$ cat src/rtl/i4004_timing_pkg.sv
// Shared encodings for the i4004 master timing generator.
// Holds the subcycle and phase enums and the subcycle strobe vector indices.
package i4004_timing_pkg;

  typedef enum logic [2:0] {
    SUB_A1 = 3'd0,
    SUB_A2 = 3'd1,
    SUB_A3 = 3'd2,
    SUB_M1 = 3'd3,
    SUB_M2 = 3'd4,
    SUB_X1 = 3'd5,
    SUB_X2 = 3'd6,
    SUB_X3 = 3'd7
  } sub_e;

  typedef enum logic [1:0] {
    PH_CLK1 = 2'd0,
    PH_GAP1 = 2'd1,
    PH_CLK2 = 2'd2,
    PH_GAP2 = 2'd3
  } ph_e;

  localparam int STB_W   = 8;
  localparam int STB_A12 = 0;
  localparam int STB_A22 = 1;
  localparam int STB_A32 = 2;
  localparam int STB_M12 = 3;
  localparam int STB_M22 = 4;
  localparam int STB_X12 = 5;
  localparam int STB_X22 = 6;
  localparam int STB_X32 = 7;

endpackage

$ cat src/rtl/timing_gen_if.sv
// Timing bundle from timing_gen to the scratchpad, ALU and decode boards.
// Ports: clk1/clk2 phase enables, k2 subcycle strobes, combined M-strobe, sync, poc.
interface timing_gen_if;
  logic clk1;
  logic clk2;
  logic a12;
  logic a22;
  logic a32;
  logic m12;
  logic m22;
  logic x12;
  logic x22;
  logic x32;
  logic m12_m22_clk1_m11_m12;
  logic sync;
  logic poc;

  modport master (
    output clk1, clk2,
    output a12, a22, a32,
    output m12, m22,
    output x12, x22, x32,
    output m12_m22_clk1_m11_m12,
    output sync, poc
  );

  modport slave (
    input clk1, clk2,
    input a12, a22, a32,
    input m12, m22,
    input x12, x22, x32,
    input m12_m22_clk1_m11_m12,
    input sync, poc
  );
endinterface

$ cat src/rtl/timing_prescaler.sv
// Phase prescaler: counts PHASE_LEN sysclk cycles per phase.
// Ports: i_clk, i_rst_n (sync, active low), o_phase_step (high on last tick).
module timing_prescaler #(
  parameter int PHASE_LEN = 17
) (
  input  logic i_clk,
  input  logic i_rst_n,
  output logic o_phase_step
);

  localparam int TW = (PHASE_LEN > 1) ? $clog2(PHASE_LEN) : 1;
  localparam logic [TW-1:0] LAST = TW'(PHASE_LEN - 1);

  logic [TW-1:0] r_tick;

  // Reset parks on the last tick so the first released edge steps phase.
  always_ff @(posedge i_clk) begin
    if (!i_rst_n) begin
      r_tick <= LAST;
    end else if (r_tick == LAST) begin
      r_tick <= '0;
    end else begin
      r_tick <= r_tick + TW'(1);
    end
  end

  assign o_phase_step = (r_tick == LAST);

endmodule

$ cat src/rtl/timing_gen.sv
// i4004 master timing: two-phase clocks, A1..X3 subcycle strobes, sync, poc.
// Ports: sysclk, poc_n (sync active-low reset), o_tg (timing_gen_if master).
module timing_gen
  import i4004_timing_pkg::*;
#(
  parameter int PHASE_LEN  = 17,
  parameter int POC_CYCLES = 2
) (
  input logic          sysclk,
  input logic          poc_n,
  timing_gen_if.master o_tg
);

  localparam int PCW = (POC_CYCLES > 0) ? $clog2(POC_CYCLES + 1) : 1;
  localparam logic [PCW-1:0] POC_MAX = PCW'(POC_CYCLES);

  logic w_step;

  sub_e           r_sub;
  ph_e            r_ph;
  logic [PCW-1:0] r_pcnt;
  logic           r_armed;

  sub_e           w_sub_n;
  ph_e            w_ph_n;
  logic [PCW-1:0] w_pcnt_n;
  logic           w_armed_n;
  logic           w_wrap;

  logic [2:0]       w_idx;
  logic [STB_W-1:0] w_stb;
  logic             w_clk1;
  logic             w_clk2;
  logic             w_m11;
  logic             w_mc;
  logic             w_sync;
  logic             w_poc;

  logic [STB_W-1:0] r_stb;
  logic             r_clk1;
  logic             r_clk2;
  logic             r_mc;
  logic             r_sync;
  logic             r_poc;

  timing_prescaler #(
    .PHASE_LEN(PHASE_LEN)
  ) u_pre (
    .i_clk        (sysclk),
    .i_rst_n      (poc_n),
    .o_phase_step (w_step)
  );

  always_comb begin
    w_ph_n   = r_ph;
    w_sub_n  = r_sub;
    w_wrap   = 1'b0;
    if (w_step) begin
      w_ph_n = ph_e'(r_ph + 2'd1);
      if (r_ph == PH_GAP2) begin
        w_sub_n = sub_e'(r_sub + 3'd1);
        w_wrap  = (r_sub == SUB_X3);
      end
    end
    // The X3->A1 step leaving reset is not a completed cycle.
    w_pcnt_n = r_pcnt;
    if (w_wrap && r_armed && (r_pcnt != POC_MAX)) begin
      w_pcnt_n = r_pcnt + PCW'(1);
    end
    w_armed_n = r_armed | (w_ph_n == PH_CLK2);
  end

  always_comb begin
    w_clk1 = (w_ph_n == PH_CLK1);
    w_clk2 = (w_ph_n == PH_CLK2);
    // P0/P1 still carry the previous subcycle's strobe.
    w_idx  = w_ph_n[1] ? 3'(w_sub_n)
                       : 3'(w_sub_n) - 3'd1;
    w_stb  = '0;
    if (w_ph_n[1] || r_armed) begin
      w_stb = STB_W'(1) << w_idx;
    end
    w_m11  = (w_sub_n == SUB_M1);
    w_mc   = w_stb[STB_M12] | w_stb[STB_M22]
           | (w_clk1 & ~(w_m11 | w_stb[STB_M12]));
    w_sync = (w_sub_n == SUB_X3);
    w_poc  = (w_pcnt_n != POC_MAX);
  end

  always_ff @(posedge sysclk) begin
    if (!poc_n) begin
      r_sub   <= SUB_X3;
      r_ph    <= PH_GAP2;
      r_pcnt  <= '0;
      r_armed <= 1'b0;
      r_clk1  <= 1'b0;
      r_clk2  <= 1'b0;
      r_stb   <= '0;
      r_mc    <= 1'b0;
      r_sync  <= 1'b0;
      r_poc   <= 1'b1;
    end else begin
      r_sub   <= w_sub_n;
      r_ph    <= w_ph_n;
      r_pcnt  <= w_pcnt_n;
      r_armed <= w_armed_n;
      r_clk1  <= w_clk1;
      r_clk2  <= w_clk2;
      r_stb   <= w_stb;
      r_mc    <= w_mc;
      r_sync  <= w_sync;
      r_poc   <= w_poc;
    end
  end

  assign o_tg.clk1 = r_clk1;
  assign o_tg.clk2 = r_clk2;
  assign o_tg.a12  = r_stb[STB_A12];
  assign o_tg.a22  = r_stb[STB_A22];
  assign o_tg.a32  = r_stb[STB_A32];
  assign o_tg.m12  = r_stb[STB_M12];
  assign o_tg.m22  = r_stb[STB_M22];
  assign o_tg.x12  = r_stb[STB_X12];
  assign o_tg.x22  = r_stb[STB_X22];
  assign o_tg.x32  = r_stb[STB_X32];
  assign o_tg.m12_m22_clk1_m11_m12 = r_mc;
  assign o_tg.sync = r_sync;
  assign o_tg.poc  = r_poc;

endmodule

$ cat src/flat_wrapper.sv
// flat-port wrapper written by rule: the top's interface ports become plain ports
module timing_gen_flat import i4004_timing_pkg::*;
#(
  parameter int PHASE_LEN  = 17,
  parameter int POC_CYCLES = 2
)
  (sysclk, poc_n, o_tg_clk1, o_tg_clk2, o_tg_a12, o_tg_a22, o_tg_a32, o_tg_m12, o_tg_m22, o_tg_x12, o_tg_x22, o_tg_x32, o_tg_m12_m22_clk1_m11_m12, o_tg_sync, o_tg_poc);
  timing_gen_if o_tg_i ();
  input logic sysclk;
  input logic poc_n;
  output wire logic [$bits(o_tg_i.clk1)-1:0] o_tg_clk1;
  output wire logic [$bits(o_tg_i.clk2)-1:0] o_tg_clk2;
  output wire logic [$bits(o_tg_i.a12)-1:0] o_tg_a12;
  output wire logic [$bits(o_tg_i.a22)-1:0] o_tg_a22;
  output wire logic [$bits(o_tg_i.a32)-1:0] o_tg_a32;
  output wire logic [$bits(o_tg_i.m12)-1:0] o_tg_m12;
  output wire logic [$bits(o_tg_i.m22)-1:0] o_tg_m22;
  output wire logic [$bits(o_tg_i.x12)-1:0] o_tg_x12;
  output wire logic [$bits(o_tg_i.x22)-1:0] o_tg_x22;
  output wire logic [$bits(o_tg_i.x32)-1:0] o_tg_x32;
  output wire logic [$bits(o_tg_i.m12_m22_clk1_m11_m12)-1:0] o_tg_m12_m22_clk1_m11_m12;
  output wire logic [$bits(o_tg_i.sync)-1:0] o_tg_sync;
  output wire logic [$bits(o_tg_i.poc)-1:0] o_tg_poc;
  assign o_tg_clk1 = o_tg_i.clk1;
  assign o_tg_clk2 = o_tg_i.clk2;
  assign o_tg_a12 = o_tg_i.a12;
  assign o_tg_a22 = o_tg_i.a22;
  assign o_tg_a32 = o_tg_i.a32;
  assign o_tg_m12 = o_tg_i.m12;
  assign o_tg_m22 = o_tg_i.m22;
  assign o_tg_x12 = o_tg_i.x12;
  assign o_tg_x22 = o_tg_i.x22;
  assign o_tg_x32 = o_tg_i.x32;
  assign o_tg_m12_m22_clk1_m11_m12 = o_tg_i.m12_m22_clk1_m11_m12;
  assign o_tg_sync = o_tg_i.sync;
  assign o_tg_poc = o_tg_i.poc;
  timing_gen #(.PHASE_LEN(PHASE_LEN), .POC_CYCLES(POC_CYCLES)) u_core (.sysclk(sysclk), .poc_n(poc_n), .o_tg(o_tg_i));
endmodule
$ cat config.mk
export PLATFORM = sky130hd
export DESIGN_NAME = timing_gen_flat
export DESIGN_NICKNAME = d
export VERILOG_FILES = /design/src/rtl/i4004_timing_pkg.sv /design/src/rtl/timing_gen_if.sv /design/src/rtl/timing_prescaler.sv /design/src/rtl/timing_gen.sv /design/src/flat_wrapper.sv
export SDC_FILE = /design/constraint.sdc
export NUM_CORES = 1
export LEC_CHECK = 0
export BUFFER_PORTS_ARGS = -buffer_cell sky130_fd_sc_hd__buf_2
export CELL_PAD_IN_SITES_DETAIL_PLACEMENT = 0
export CELL_PAD_IN_SITES_GLOBAL_PLACEMENT = 1
export CORE_MARGIN = 10
export CORE_UTILIZATION = 40
export CTS_CLUSTER_SIZE = 10
export DETAILED_ROUTE_END_ITERATION = 6
export MAX_ROUTING_LAYER = met4
export PLACE_DENSITY_LB_ADDON = 0.1
export SYNTH_ARGS = -nofsm -noshare
export SYNTH_HDL_FRONTEND = slang
export SYNTH_HIERARCHICAL = 1
export SYNTH_SLANG_ARGS = --single-unit
$ cat constraint.sdc
create_clock -name sysclk -period 3.5 [get_ports sysclk]
set_input_delay 0.7 -clock sysclk [delete_from_list [all_inputs] [get_ports sysclk]]
set_output_delay 0.7 -clock sysclk [all_outputs]
set_load 0.02 [all_outputs]
Yosys cells after proc, flatten, opt, wreduce, memory -nomap -nowiden:

Index checks and enable logic that the tools add are counted.

* bits in registers: 26

* add/sub/neg operators: 5
* eq/ne operators: 8
* shift-type cells: 1
* mux-type cells: 9
* bitwise gates (word level): 7
* reductions and logical operators: 6

Operators with widths (number)
* two-way mux 5 bit: 2
* two-way mux 3 bit: 3
* left shift 1 x 3 -> 8 bit, first input constant: 1
* == test 3 bit, second input constant: 2
* adder 5 x 1 -> 5 bit, second input constant: 1
* == test 5 bit, second input constant: 1
* adder 2 x 1 -> 2 bit, second input constant: 2
* == test 2 bit, second input constant: 2
* two-way mux 2 bit: 2
* inequality test 2 bit, second input constant: 2
* bitwise OR 1 bit: 4
* adder 3 x 1 -> 3 bit, second input constant: 1
* == test 3 x 2 -> 1 bit, second input constant: 1
* subtractor 3 x 1 -> 3 bit, second input constant: 1
* logical AND 1 bit: 2
* zero test 2 bit: 1
* two-way mux 1 bit: 2
* NOT 1 bit: 2
* AND reduction 2 bit: 1
* OR reduction 2 bit: 1
* bitwise AND 1 bit: 1
* logical OR 1 bit: 1

Longest topological paths before layout:

Gate-level depths: netlist of the first run.

* depth after elaboration: 11
* gate-level depth with buffers: 13
* gate-level depth less buffers: 11

Hierarchy:

Netlist of the first run, hierarchy kept.

By module, submodules not included
* timing_gen: times used 1, cells each 100, area an instance 959.7 µm²
* timing_prescaler: times used 1, cells each 24, area an instance 225.2 µm²

Worst setup path before layout of the first run:

Ideal clock, no wire load.

* path type: reg-to-reg
* start point: register u_core.u_pre.r_tick[0]
* end point: register u_core.r_mc (netlist: u_core/o_tg.m12_m22_clk1_m11_m12)
* library setup time: 115 ps
* arrival: 2353 ps
* required time: 3385 ps
* slack: 1032 ps
* stages on the path, launching flop included: 14
* cells stage by stage: dfxtp_1 -> inv_1 -> ha_1 -> nand4bb_1 -> inv_1 -> buf_6 -> and3b_2 -> or2_1 -> buf_2 -> ha_1 -> and2_1 -> a32oi_1 -> o2111ai_1 -> and2_1

* word-level cells in the longest chain between the ends: 10
* elaborated cells on any way between the ends: 15
* those cells by class: add/sub: 1; eq/ne: 2; shift: 1; mux: 4; bitwise: 5; reduce/logical: 2

Ends and longest elaborated chain
* start: declaration: line timing_prescaler.sv:14 `logic [TW-1:0] r_tick;`
* start signal: assignment: line timing_prescaler.sv:23 `r_tick <= r_tick + TW'(1);`
* == test 5 bit *: line timing_prescaler.sv:27 `assign o_phase_step = (r_tick == LAST);`
* via u_core.w_step: line timing_gen.sv:17 `logic w_step;`
* two-way mux 3 bit *: line timing_gen.sv:58 `if (w_step) begin`
* via u_core.w_sub_n[0]: line timing_gen.sv:24 `sub_e w_sub_n;`
* subtractor 3 x 1 -> 3 bit: line timing_gen.sv:78 `: 3'(w_sub_n) - 3'd1;`
* two-way mux 3 bit: line timing_gen.sv:77 `w_idx = w_ph_n[1] ? 3'(w_sub_n)`
* left shift 1 x 3 -> 8 bit: line timing_gen.sv:81 `w_stb = STB_W'(1) << w_idx;`
* two-way mux 5 bit: line timing_gen.sv:80 `if (w_ph_n[1] || r_armed) begin`
* bitwise OR 1 bit: line timing_gen.sv:85 `| (w_clk1 & ~(w_m11 | w_stb[STB_M12]));`
* NOT 1 bit: line timing_gen.sv:85
* bitwise AND 1 bit: line timing_gen.sv:85
* bitwise OR 1 bit *: line timing_gen.sv:85
* end signal: assignment: line timing_gen.sv:110 `r_mc <= w_mc;`
* end: declaration: line timing_gen.sv:42 `logic r_mc;`

The timed path passes the listed nets; every way through them passes the cells marked *.
A chain may end at the register's enable or synchronous reset.

Worst setup path in the final report of the first run:

* start point: register u_core.u_pre.r_tick[0]
* end point: register u_core.r_mc (netlist: u_core/o_tg.m12_m22_clk1_m11_m12)

* word-level cells in the longest chain between the ends: 10
* elaborated cells on any way between the ends: 15
* those cells by class: add/sub: 1; eq/ne: 2; shift: 1; mux: 4; bitwise: 5; reduce/logical: 2

Ends and longest elaborated chain (line)
* == test 5 bit *: timing_prescaler.sv:27
* via u_core.w_step: timing_gen.sv:17
* two-way mux 3 bit: timing_gen.sv:58
* subtractor 3 x 1 -> 3 bit: timing_gen.sv:78
* two-way mux 3 bit: timing_gen.sv:77
* left shift 1 x 3 -> 8 bit: timing_gen.sv:81
* two-way mux 5 bit: timing_gen.sv:80
* bitwise OR 1 bit: timing_gen.sv:85
* NOT 1 bit: timing_gen.sv:85
* bitwise AND 1 bit: timing_gen.sv:85
* bitwise OR 1 bit *: timing_gen.sv:85

Marked as above.

==> flow_summary_export.csv, run 1 <==
group,metric,value,unit
status,outcome,"completed",
final_layout,diodes,0,
logic_synthesis,async_flop_share,0,
route,drt_iter0_markers,39,
sta,slew_headroom,0.6843,
clock_network,cts_resized,0,
job,drv_cap,0,
logic_synthesis,synth.ff_latch_count,26,
logic_synthesis,netlist_instances,124,
setup_path,crit_chain,"inv_1, ha_1, nand4bb_1, inv_1, a21boi_1, or2_1, ha_1, and2_1, a32oi_1, o2111ai_1, and2_1",
clock_network,clk_path_buf_depth,2,
floorplan,core,2805,sq um
logic_synthesis,synthFlopType,"dfxtp_1",
hold_path,holdCritPathClass,"reg2reg",
grt,grt_overflow,0,
floorplan,die_x,74.43,um
logic_synthesis,ys.warnings.count,6,
placement,dp_hpwl,1.760,mm
setup_path,cp_slowest_cell,"dfxtp_1",
placement,place_area,1270,sq um
logic_synthesis,synth_edf_count,0,
route,drtAntennaViolNets,0,
logic_synthesis,ys_seq_area_frac,0.4393,
setup_path,worst_setup_path_start_kind,"register",
final_layout,drive_above_1_share,0.2101,
clock_network,clkLatencyLatePin,0.32,ns
sta,tns,0,ns
sta,rsz0062_at_grt,"false",
setup_path,startpoint,"u_core/u_pre/r_tick[0]",
setup_path,crit_fanout,9,
floorplan,io_pins,15,
route,viasPerCell,5.065,
floorplan,start_util,0.4224,
route,drc_errors,0,
sta,setup_violations,0,
final_layout,postLayoutCellArea,1323,sq um
route,vias,856,
setup_path,path_class,"reg2reg",
placement,gp_congestion,0.8312,
clock_network,cts_made_buffers,3,
sta,finalHoldViolCount,0,
clock_network,cts_setup_buffers,0,
floorplan,die_area,5539,sq um
setup_path,cp_data_required_time,3.73,ns
grt,grt_pass1_wl,3.884,mm
setup_path,cp-end-kind,"register",
grt,grt_max_degree,18,
route,firstDrtPassIters,4,
floorplan,std_cell_rows,19,
floorplan,die_h,74.43,um
setup_path,critPathCapture,"u_core/o_tg.m12_m22_clk1_m11_m12",
power_and_ir_drop,ir_worst_vdd,0.0003033,V
setup_path,r2r_slack,0.78,ns
logic_synthesis,syn_area,1185,sq um
setup_path,r2r-end,"u_core/o_tg.m12_m22_clk1_m11_m12",
sta,skew,0.003258,ns
power_and_ir_drop,powerDensity,786.6,nW/um^2
route,routed_wl,2.284,mm
clock_network,cts_sinks,26,
grt,grt_pass1_vias,806,
final_layout,areaGrowthSynthToFinish,11.62,%
sta,worstMarginPinSlew,0.4644,ns
sta,final.period_utilization,0.7760,
logic_synthesis,synth.avg_cell_area,9.556,sq um
sta,period_needed,2.716,ns
clock_network,cts_tree,"done",
power_and_ir_drop,leakage,0.5814,nW
setup_path,cpPeakStageDelay,0.40,ns
setup_path,reg2reg_from,"u_core/u_pre/r_tick[0]",
grt,antenna_found_initial,0,
placement,portBuffers,14,
sta,max_freq,368.2,MHz
clock_network,cts-htree-levels,1,
clock_network,path_clk_slew,0.14,ns
sta,slew_violations,0,
setup_path,reg2regPathDepth,11,
final_layout,nets,149,
logic_synthesis,synth_nets,134,
clock_network,root_buffer,"clkbuf_4",
clock_network,ctsHoldBuffers,0,
route,wl_per_cell,13.51,um
logic_synthesis,synthDistinctLibCells,45,
setup_path,worstPathArrival,2.95,ns
grt,grt_usage,0.09060,
==> final cells by class <==
| class | instances | area [sq um] |
|---|---|---|
| Tap cell | 31 | 38.79 |
| Sequential cell | 26 | 520.5 |
| Inverter | 7 | 26.28 |
| Clock buffer | 3 | 22.52 |
| Multi-Input combinational cell | 87 | 614.3 |
| Clock inverter | 1 | 30.03 |
| Timing Repair Buffer | 14 | 70.07 |
| Fill cell | 284 | 1483 |
==> where the power goes <==
part,switching (mW),internal [mW]
Combinational,0.275,0.176
Clock,0.0880,0.116
Sequential,0.0329,0.352
==> placed cells by master, fill, tap and decap left out, types with 2 or more instances in the layout <==
master,count
a21boi_1,2
a21oi_1,3
and2_1,3
and3_1,2
buf_2,14
clkbuf_4,3
dfxtp_1,26
ha_1,8
inv_1,7
nand2_1,13
nand3_1,5
nor2_1,16
xnor2_1,3
xor2_1,2
==> per-layer routing <==
layer  vias up  part of all wire  global-route usage  wire length [um]
met4         0                 0             0.04412                 0
met5         -                 0                   -                 0
li1        448                 -                   -                 -
met2        16              0.43              0.1316               987
met3         0             0.059             0.02261               135
met1       392              0.51              0.1140              1160
==> worst max-delay path: cells and delay by family (launching register included) <==
kind | cells | cell delay (ns)
AOI/OAI and AO/OA | 3 | 0.68
adders and majority gates | 2 | 0.50
buffers and inverters | 2 | 0.24
DFF | 1 | 0.40
and+or+nand+nor | 4 | 0.81
==> how the worst min path moves through the flow <==
stage | startpoint | end | slack (ns) | cells after the start
after floorplan | u_core/u_pre/r_tick[0] | u_core/u_pre/r_tick[0] | 0.43 | 1
after global placement | u_core/u_pre/r_tick[0] | u_core/u_pre/r_tick[0] | 0.45 | 1
after detailed placement | u_core/u_pre/r_tick[0] | u_core/u_pre/r_tick[0] | 0.46 | 1
after CTS | u_core/u_pre/r_tick[0] | u_core/u_pre/r_tick[0] | 0.49 | 1
after global routing | u_core/u_pre/r_tick[0] | u_core/u_pre/r_tick[0] | 0.51 | 1
final | u_core/u_pre/r_tick[0] | u_core/u_pre/r_tick[0] | 0.48 | 1
==> through the flow <==
step | instances | util | power (mW) | hold WS [ns] | setup slack, ns
2_1_floorplan | 124 | - | 0.7447 | 0.4297 | 1.032
4_1_cts | 169 | 0.4715 | 1.053 | 0.4873 | 0.8345
3_3_place_gp | 165 | 0.4527 | 0.8342 | 0.4454 | 0.9598
3_5_place_dp | 165 | 0.4527 | 0.8442 | 0.4565 | 0.8575
6_report | 169 | 0.4715 | 1.040 | 0.4819 | 0.7839
5_1_grt | 169 | 0.4715 | 1.125 | 0.5083 | 0.6609
==> cell usage after synthesis, types with 2 or more instances <==
| library cell | count | share of area |
|---|---|---|
| nor2_1 | 16 | 0.051 |
| ha_1 | 8 | 0.084 |
| clkbuf_1 | 2 | 0.0063 |
| a21oi_1 | 3 | 0.013 |
| inv_1 | 7 | 0.022 |
| a21boi_1 | 2 | 0.013 |
| nand3_1 | 5 | 0.021 |
| and3_1 | 2 | 0.011 |
| nand2_1 | 13 | 0.041 |
| and2_1 | 3 | 0.016 |
| dfxtp_1 | 26 | 0.44 |
| xnor2_1 | 3 | 0.022 |
| xor2_1 | 2 | 0.015 |
==> state kept, by name, summed over array words and instances (netlist names) <==
signal / flops
u_core/o_tg.clk1: 1
u_core/o_tg.clk2: 1
u_core/o_tg.m12_m22_clk1_m11_m12: 1
u_core/o_tg.poc: 1
u_core/o_tg.sync: 1
u_core/r_armed: 1
u_core/r_pcnt: 2
u_core/r_ph: 2
u_core/r_stb: 8
u_core/r_sub: 3
u_core/u_pre/r_tick: 5
==> logic make-up (layout without fill, tap and decap cells) <==
group           count (synthesis)  count (layout)  share of synthesized area
simple gates                   51              51                     0.2165
flops                          26              26                     0.4393
compound gates                 19              19                     0.1383
buf+inv                        11              25                    0.04224
fa+ha+maj                       8               8                    0.08448
xor+xnor                        5               5                    0.03697
mux                             4               4                    0.04223
(Power assumes the default switching activity.)
==> inputs of run 2 (changes only) <==
==> constraint.sdc (replaced) <==
create_clock -name sysclk -period 2.7 [get_ports sysclk]
set_input_delay 0.54 -clock sysclk [delete_from_list [all_inputs] [get_ports sysclk]]
set_output_delay 0.54 -clock sysclk [all_outputs]
set_load 0.02 [all_outputs]
==> run 2 against run 1 <==
Final cell count rose by 0.59%. Global-route usage down 0.36 points. Combinational power up 31%. Total power up 24%. Utilization down 0.31 points. Final area shrank 0.66%. Worst setup slack got worse by 0.56 ns.
==> flow_summary_export.csv, run 2 (synthesis results as in run 1) <==
group,metric,value,unit
status,outcome,"completed",
sta,setup_violations,0,
final_layout,diodes,0,
route,routed_wl,2.262,mm
sta,period_needed,2.476,ns
floorplan,io_pins,15,
clock_network,path_clk_slew,0.14,ns
route,vias,880,
setup_path,worstPathArrival,2.71,ns
hold_path,holdCritPathClass,"reg2reg",
route,wl_per_cell,13.31,um
grt,grt_usage,0.08702,
route,viasPerCell,5.176,
sta,slew_headroom,0.6563,
setup_path,reg2regPathDepth,11,
route,drc_errors,0,
setup_path,crit_chain,"inv_1, ha_1, nand4bb_1, inv_2, and3b_2, or2_1, ha_1, and2_1, a32oi_1, o2111ai_1, and2_1",
grt,grt_pass1_vias,816,
final_layout,largest_reg_flops,8,
power_and_ir_drop,ir_worst_vdd,0.0004160,V
job,drv_cap,0,
floorplan,core,2805,sq um
power_and_ir_drop,sw_frac_of_total,0.3964,
clock_network,cts_tree,"done",
floorplan,die_area,5539,sq um
sta,rsz0062_at_grt,"false",
grt,grtUsageMet2,0.1278,
final_layout,layout_commonest_cell,"dfxtp_1",
sta,worstMarginPinSlew,0.5055,ns
sta,final.period_utilization,0.9172,
grt,grt_pass1_wl,3.677,mm
power_and_ir_drop,switchingPower,509.4,uW
sta,skew,0.002932,ns
grt,grt_util_met1,0.1050,
final_layout,drive_above_1_share,0.2230,
setup_path,cpPeakStageDelay,0.40,ns
final_layout,fillers,294,
clock_network,cts_made_buffers,3,
hold_path,worstHoldEndpoint,"u_core/u_pre/r_tick[0]",
hold_path,min_from,"u_core/u_pre/r_tick[0]",
setup_path,r2r-end,"u_core/o_tg.m12_m22_clk1_m11_m12",
sta,max_freq,403.8,MHz
setup_path,path_class,"reg2reg",
power_and_ir_drop,pwr-share-seq,0.389,
clock_network,ctsHoldBuffers,0,
sta,tns,0,ns
power_and_ir_drop,finalPower,1.285,mW
floorplan,start_util,0.4224,
power_and_ir_drop,p_comb_frac,0.460,
final_layout,postLayoutCellArea,1314,sq um
power_and_ir_drop,powerDensity,978.2,nW/um^2
setup_path,cp-end-kind,"register",
setup_path,cp_slowest_cell,"dfxtp_1",
final_layout,layout_common_cells,"dfxtp_1, nor2_1, buf_2, nand2_1, ha_1",
floorplan,die_h,74.43,um
placement,dp_hpwl,1.713,mm
setup_path,r2r_slack,0.22,ns
final_layout,largest_register,"u_core/r_stb",
final_layout,areaGrowthSynthToFinish,10.88,%
route,drt_iter0_markers,42,
setup_path,cp_data_required_time,2.93,ns
setup_path,crit_fanout,9,
grt,grt_overflow,0,
clock_network,clkLatencyLatePin,0.31,ns
grt,antenna_found_initial,0,
grt,busiest_layer,"met2",
sta,whs,0.4923,ns
clock_network,clk_path_buf_depth,2,
route,drtAntennaViolNets,0,
sta,slew_violations,0,
clock_network,cts-htree-levels,1,
power_and_ir_drop,p_clk_frac,0.151,
setup_path,worst_setup_path_start_kind,"register",
grt,use_met3,0.02660,
placement,gp_congestion,0.7558,
placement,place_area,1277,sq um
hold_path,holdPathStages,1,
placement,portBuffers,14,
floorplan,die_x,74.43,um
route,firstDrtPassIters,4,
power_and_ir_drop,intPower,775.7,uW
floorplan,std_cell_rows,19,
grt,grt_max_degree,18,
final_layout,nets,150,
power_and_ir_drop,leakage,0.5777,nW
sta,finalHoldViolCount,0,
final_layout,top_regs,"u_core/r_stb (8), u_core/u_pre/r_tick (5), u_core/r_sub (3)",
clock_network,cts_sinks,26,
clock_network,root_buffer,"clkbuf_4",
setup_path,reg2reg_from,"u_core/u_pre/r_tick[0]",
-- run 2: cell type report --
type                       instances  area (sq um)  share of cell area
inverter                           7         26.28             0.02000
tap                               31         38.79             0.02952
sequential                        26         520.5              0.3962
multi-input combinational         87         614.3              0.4676
timing repair buffer              15         77.57             0.05905
clock buffer                       4         36.28             0.02762
-- run 2: critical path, delay by kind of cell, from the launching register on --
kind	cells	cell delay [ns]
DFF	1	0.40
buffers and inverters	2	0.18
AOI/OAI and AO/OA	2	0.32
and+or+nand+nor	5	0.98
adders and majority gates	2	0.51
-- run 2: power groups by stage --
stage	logic (mW)	registers (mW)	clock network, mW
final	0.591	0.500	0.194
after floorplan	0.409	0.556	0
after detailed placement	0.595	0.510	0
after global routing	0.669	0.507	0.214
after global placement	0.585	0.508	0
after CTS	0.598	0.501	0.202
-- run 2: worst max path at each step --
stage	from	cells past startpoint	to	slack [ns]
after floorplan	u_core/u_pre/r_tick[0]	13	u_core/o_tg.m12_m22_clk1_m11_m12	0.23
after global placement	u_core/u_pre/r_tick[0]	11	u_core/o_tg.m12_m22_clk1_m11_m12	0.29
after detailed placement	u_core/u_pre/r_tick[0]	11	u_core/o_tg.m12_m22_clk1_m11_m12	0.18
after CTS	u_core/u_pre/r_tick[0]	11	u_core/o_tg.m12_m22_clk1_m11_m12	0.15
after global routing	u_core/u_pre/r_tick[0]	11	u_core/o_tg.m12_m22_clk1_m11_m12	0.06
final	u_core/u_pre/r_tick[0]	11	u_core/o_tg.m12_m22_clk1_m11_m12	0.22
-- run 2: stage by stage --
stage               setup slack, ns    util  instances
floorplan                    0.2321       -        124
global placement             0.2869  0.4554        166
detailed placement           0.1776  0.4554        166
CTS                          0.1467  0.4683        170
global route                0.05723  0.4683        170
finish                       0.2236  0.4683        170
-- run 2: timing repair --
action | CTS | global route
setup buffers | 0 | 0
endpoints found under the setup margin | 0 | 1
resized for setup | 0 | 1
-- run 2: per-layer routing --
| layer | share of wire | up-vias | wire length (um) |
|---|---|---|---|
| met5 | 0 | - | 0 |
| met4 | 0.021 | 0 | 48 |
| met3 | 0.069 | 4 | 157 |
| met2 | 0.42 | 24 | 954 |
| met1 | 0.49 | 397 | 1101 |
| li1 | - | 455 | - |
==> inputs of run 3 (changes only) <==
==> constraint.sdc (replaced) <==
create_clock -name sysclk -period 2.4 [get_ports sysclk]
set_input_delay 0.48 -clock sysclk [delete_from_list [all_inputs] [get_ports sysclk]]
set_output_delay 0.48 -clock sysclk [all_outputs]
set_load 0.02 [all_outputs]
==> run 3 against run 2 <==
Worst hold slack lost 0.053 ns. Worst setup slack got worse by 0.14 ns. Critical path depth is the same. Final area grew 4.5%. Maximum frequency increased by 7.1%. Final cell count increased by 2.9%. Clock power up 10%. Die area unchanged.
==> flow_summary_export.csv, run 3 (synthesis results as in run 1) <==
group,metric,value,unit
sta,final.period_utilization,0.9632,
final_layout,nets,155,
sta,tns,0,ns
clock_network,cts_tree,"done",
placement,gp_congestion,0.8147,
clock_network,ctsHoldBuffers,0,
final_layout,top_regs,"u_core/r_stb (8), u_core/u_pre/r_tick (5), u_core/r_sub (3)",
power_and_ir_drop,p_comb_frac,0.485,
clock_network,cts_made_buffers,3,
clock_network,root_buffer,"clkbuf_4",
power_and_ir_drop,intPower,920.9,uW
grt,antenna_found_initial,0,
setup_path,worst_setup_path_start_kind,"register",
placement,dp_hpwl,1.743,mm
route,wl_per_cell,13.15,um
grt,grt_usage,0.09259,
sta,setup_violations,0,
floorplan,core,2805,sq um
route,drt_iter0_markers,15,
final_layout,largest_register,"u_core/r_stb",
final_layout,final_util,0.4893,
sta,period_needed,2.312,ns
clock_network,cts_setup_buffers,0,
sta,max_freq,432.6,MHz
setup_path,worstPathArrival,2.53,ns
route,routed_wl,2.302,mm
job,drv_cap,0,
clock_network,cts-htree-levels,1,
power_and_ir_drop,sw_frac_of_total,0.3891,
power_and_ir_drop,pwr-share-seq,0.373,
setup_path,crit_fanout,5,
clock_network,path_clk_slew,0.13,ns
hold_path,holdPathStages,1,
final_layout,drive_above_1_share,0.2847,
grt,grt_pass1_vias,875,
power_and_ir_drop,leakage,0.6068,nW
floorplan,die_x,74.43,um
sta,rsz0062_at_grt,"false",
floorplan,std_cell_rows,19,
sta,slew_violations,0,
grt,grt_overflow,0,
sta,worstMarginPinSlew,0.3433,ns
final_layout,layout_common_cells,"dfxtp_1, nor2_1, buf_2, nand2_1, ha_1",
route,vias,910,
final_layout,largest_reg_flops,8,
final_layout,postLayoutCellArea,1373,sq um
setup_path,cp_data_required_time,2.62,ns
placement,portBuffers,14,
setup_path,reg2regPathDepth,11,
clock_network,cts_sinks,26,
power_and_ir_drop,ir_worst_vdd,0.0005169,V
status,outcome,"completed",
final_layout,diodes,0,
route,firstDrtPassIters,4,
setup_path,path_class,"reg2reg",
grt,grt_pass1_wl,3.974,mm
placement,place_area,1329,sq um
clock_network,clkLatencyLatePin,0.31,ns
grt,grt_max_degree,18,
floorplan,die_area,5539,sq um
power_and_ir_drop,p_clk_frac,0.142,
final_layout,fillers,296,
sta,slew_headroom,0.7712,
route,drc_errors,0,
sta,finalHoldViolCount,0,
clock_network,cts_resized,0,
clock_network,clk_path_buf_depth,2,
power_and_ir_drop,switchingPower,586.6,uW
route,drtAntennaViolNets,0,
final_layout,areaGrowthSynthToFinish,15.84,%
floorplan,die_h,74.43,um
setup_path,cp-end-kind,"register",
floorplan,start_util,0.4224,
floorplan,io_pins,15,
hold_path,holdCritPathClass,"reg2reg",
placement,place_ws,0.09151,ns
route,viasPerCell,5.200,
power_and_ir_drop,powerDensity,1098,nW/um^2
sta,skew,0.003471,ns
sta,setup_slack,0.08844,ns
final_layout,layout_commonest_cell,"dfxtp_1",
[run 3: metal layers]
metal,vias up,wire length (um),track usage
met1,426,1157,0.1156
met3,2,154,0.02394
li1,461,-,-
met2,21,966,0.1345
met5,-,0,-
met4,0,23,0.04622
[run 3: worst paths after layout]
| check | from | end | slack, ns |
|---|---|---|---|
| hold / removal | u_core/u_pre/r_tick[0] | u_core/u_pre/r_tick[0] | 0.44 |
| setup / recovery | u_core/u_pre/r_tick[0] | u_core/o_tg.m12_m22_clk1_m11_m12 | 0.09 |
| hold reg to reg | u_core/u_pre/r_tick[0] | u_core/u_pre/r_tick[0] | 0.44 |
| setup reg to reg | u_core/u_pre/r_tick[0] | u_core/o_tg.m12_m22_clk1_m11_m12 | 0.09 |
[run 3: worst max-delay path, cell delays in order (launching register included)]
cell and delay (ns):
dfxtp_2 0.37, inv_1 0.04, ha_1 0.20, nand4bb_1 0.15, inv_2 0.09, and3b_2 0.21
or2_4 0.26, ha_4 0.23, and2_1 0.15, a32oi_1 0.19, o2111ai_1 0.13, and2_1 0.18
[run 3: per-stage QoR]
step / hold WS (ns) / cells / total power, mW
2_1_floorplan: 0.4068 / 124 / 1.111
3_3_place_gp: 0.4148 / 171 / 1.290
3_5_place_dp: 0.4266 / 171 / 1.289
4_1_cts: 0.4452 / 175 / 1.511
5_1_grt: 0.4602 / 175 / 1.629
6_report: 0.4396 / 175 / 1.507
[run 3: cell type report]
| class | count | area [sq um] | area share |
|---|---|---|---|
| Inverter | 7 | 26.28 | 0.01914 |
| Sequential cell | 26 | 523.0 | 0.3810 |
| Timing Repair Buffer | 20 | 115.1 | 0.08386 |
| Multi-Input combinational cell | 87 | 633.1 | 0.4613 |
| Tap cell | 31 | 38.79 | 0.02826 |
| Clock buffer | 4 | 36.28 | 0.02644 |
[run 3: power groups by stage]
stage | sequential, mW | combinational (mW) | clock (mW)
after floorplan | 0.626 | 0.485 | 0
after global placement | 0.570 | 0.720 | 0
after CTS | 0.562 | 0.721 | 0.228
after global routing | 0.572 | 0.812 | 0.245
final | 0.563 | 0.731 | 0.214
after detailed placement | 0.571 | 0.718 | 0
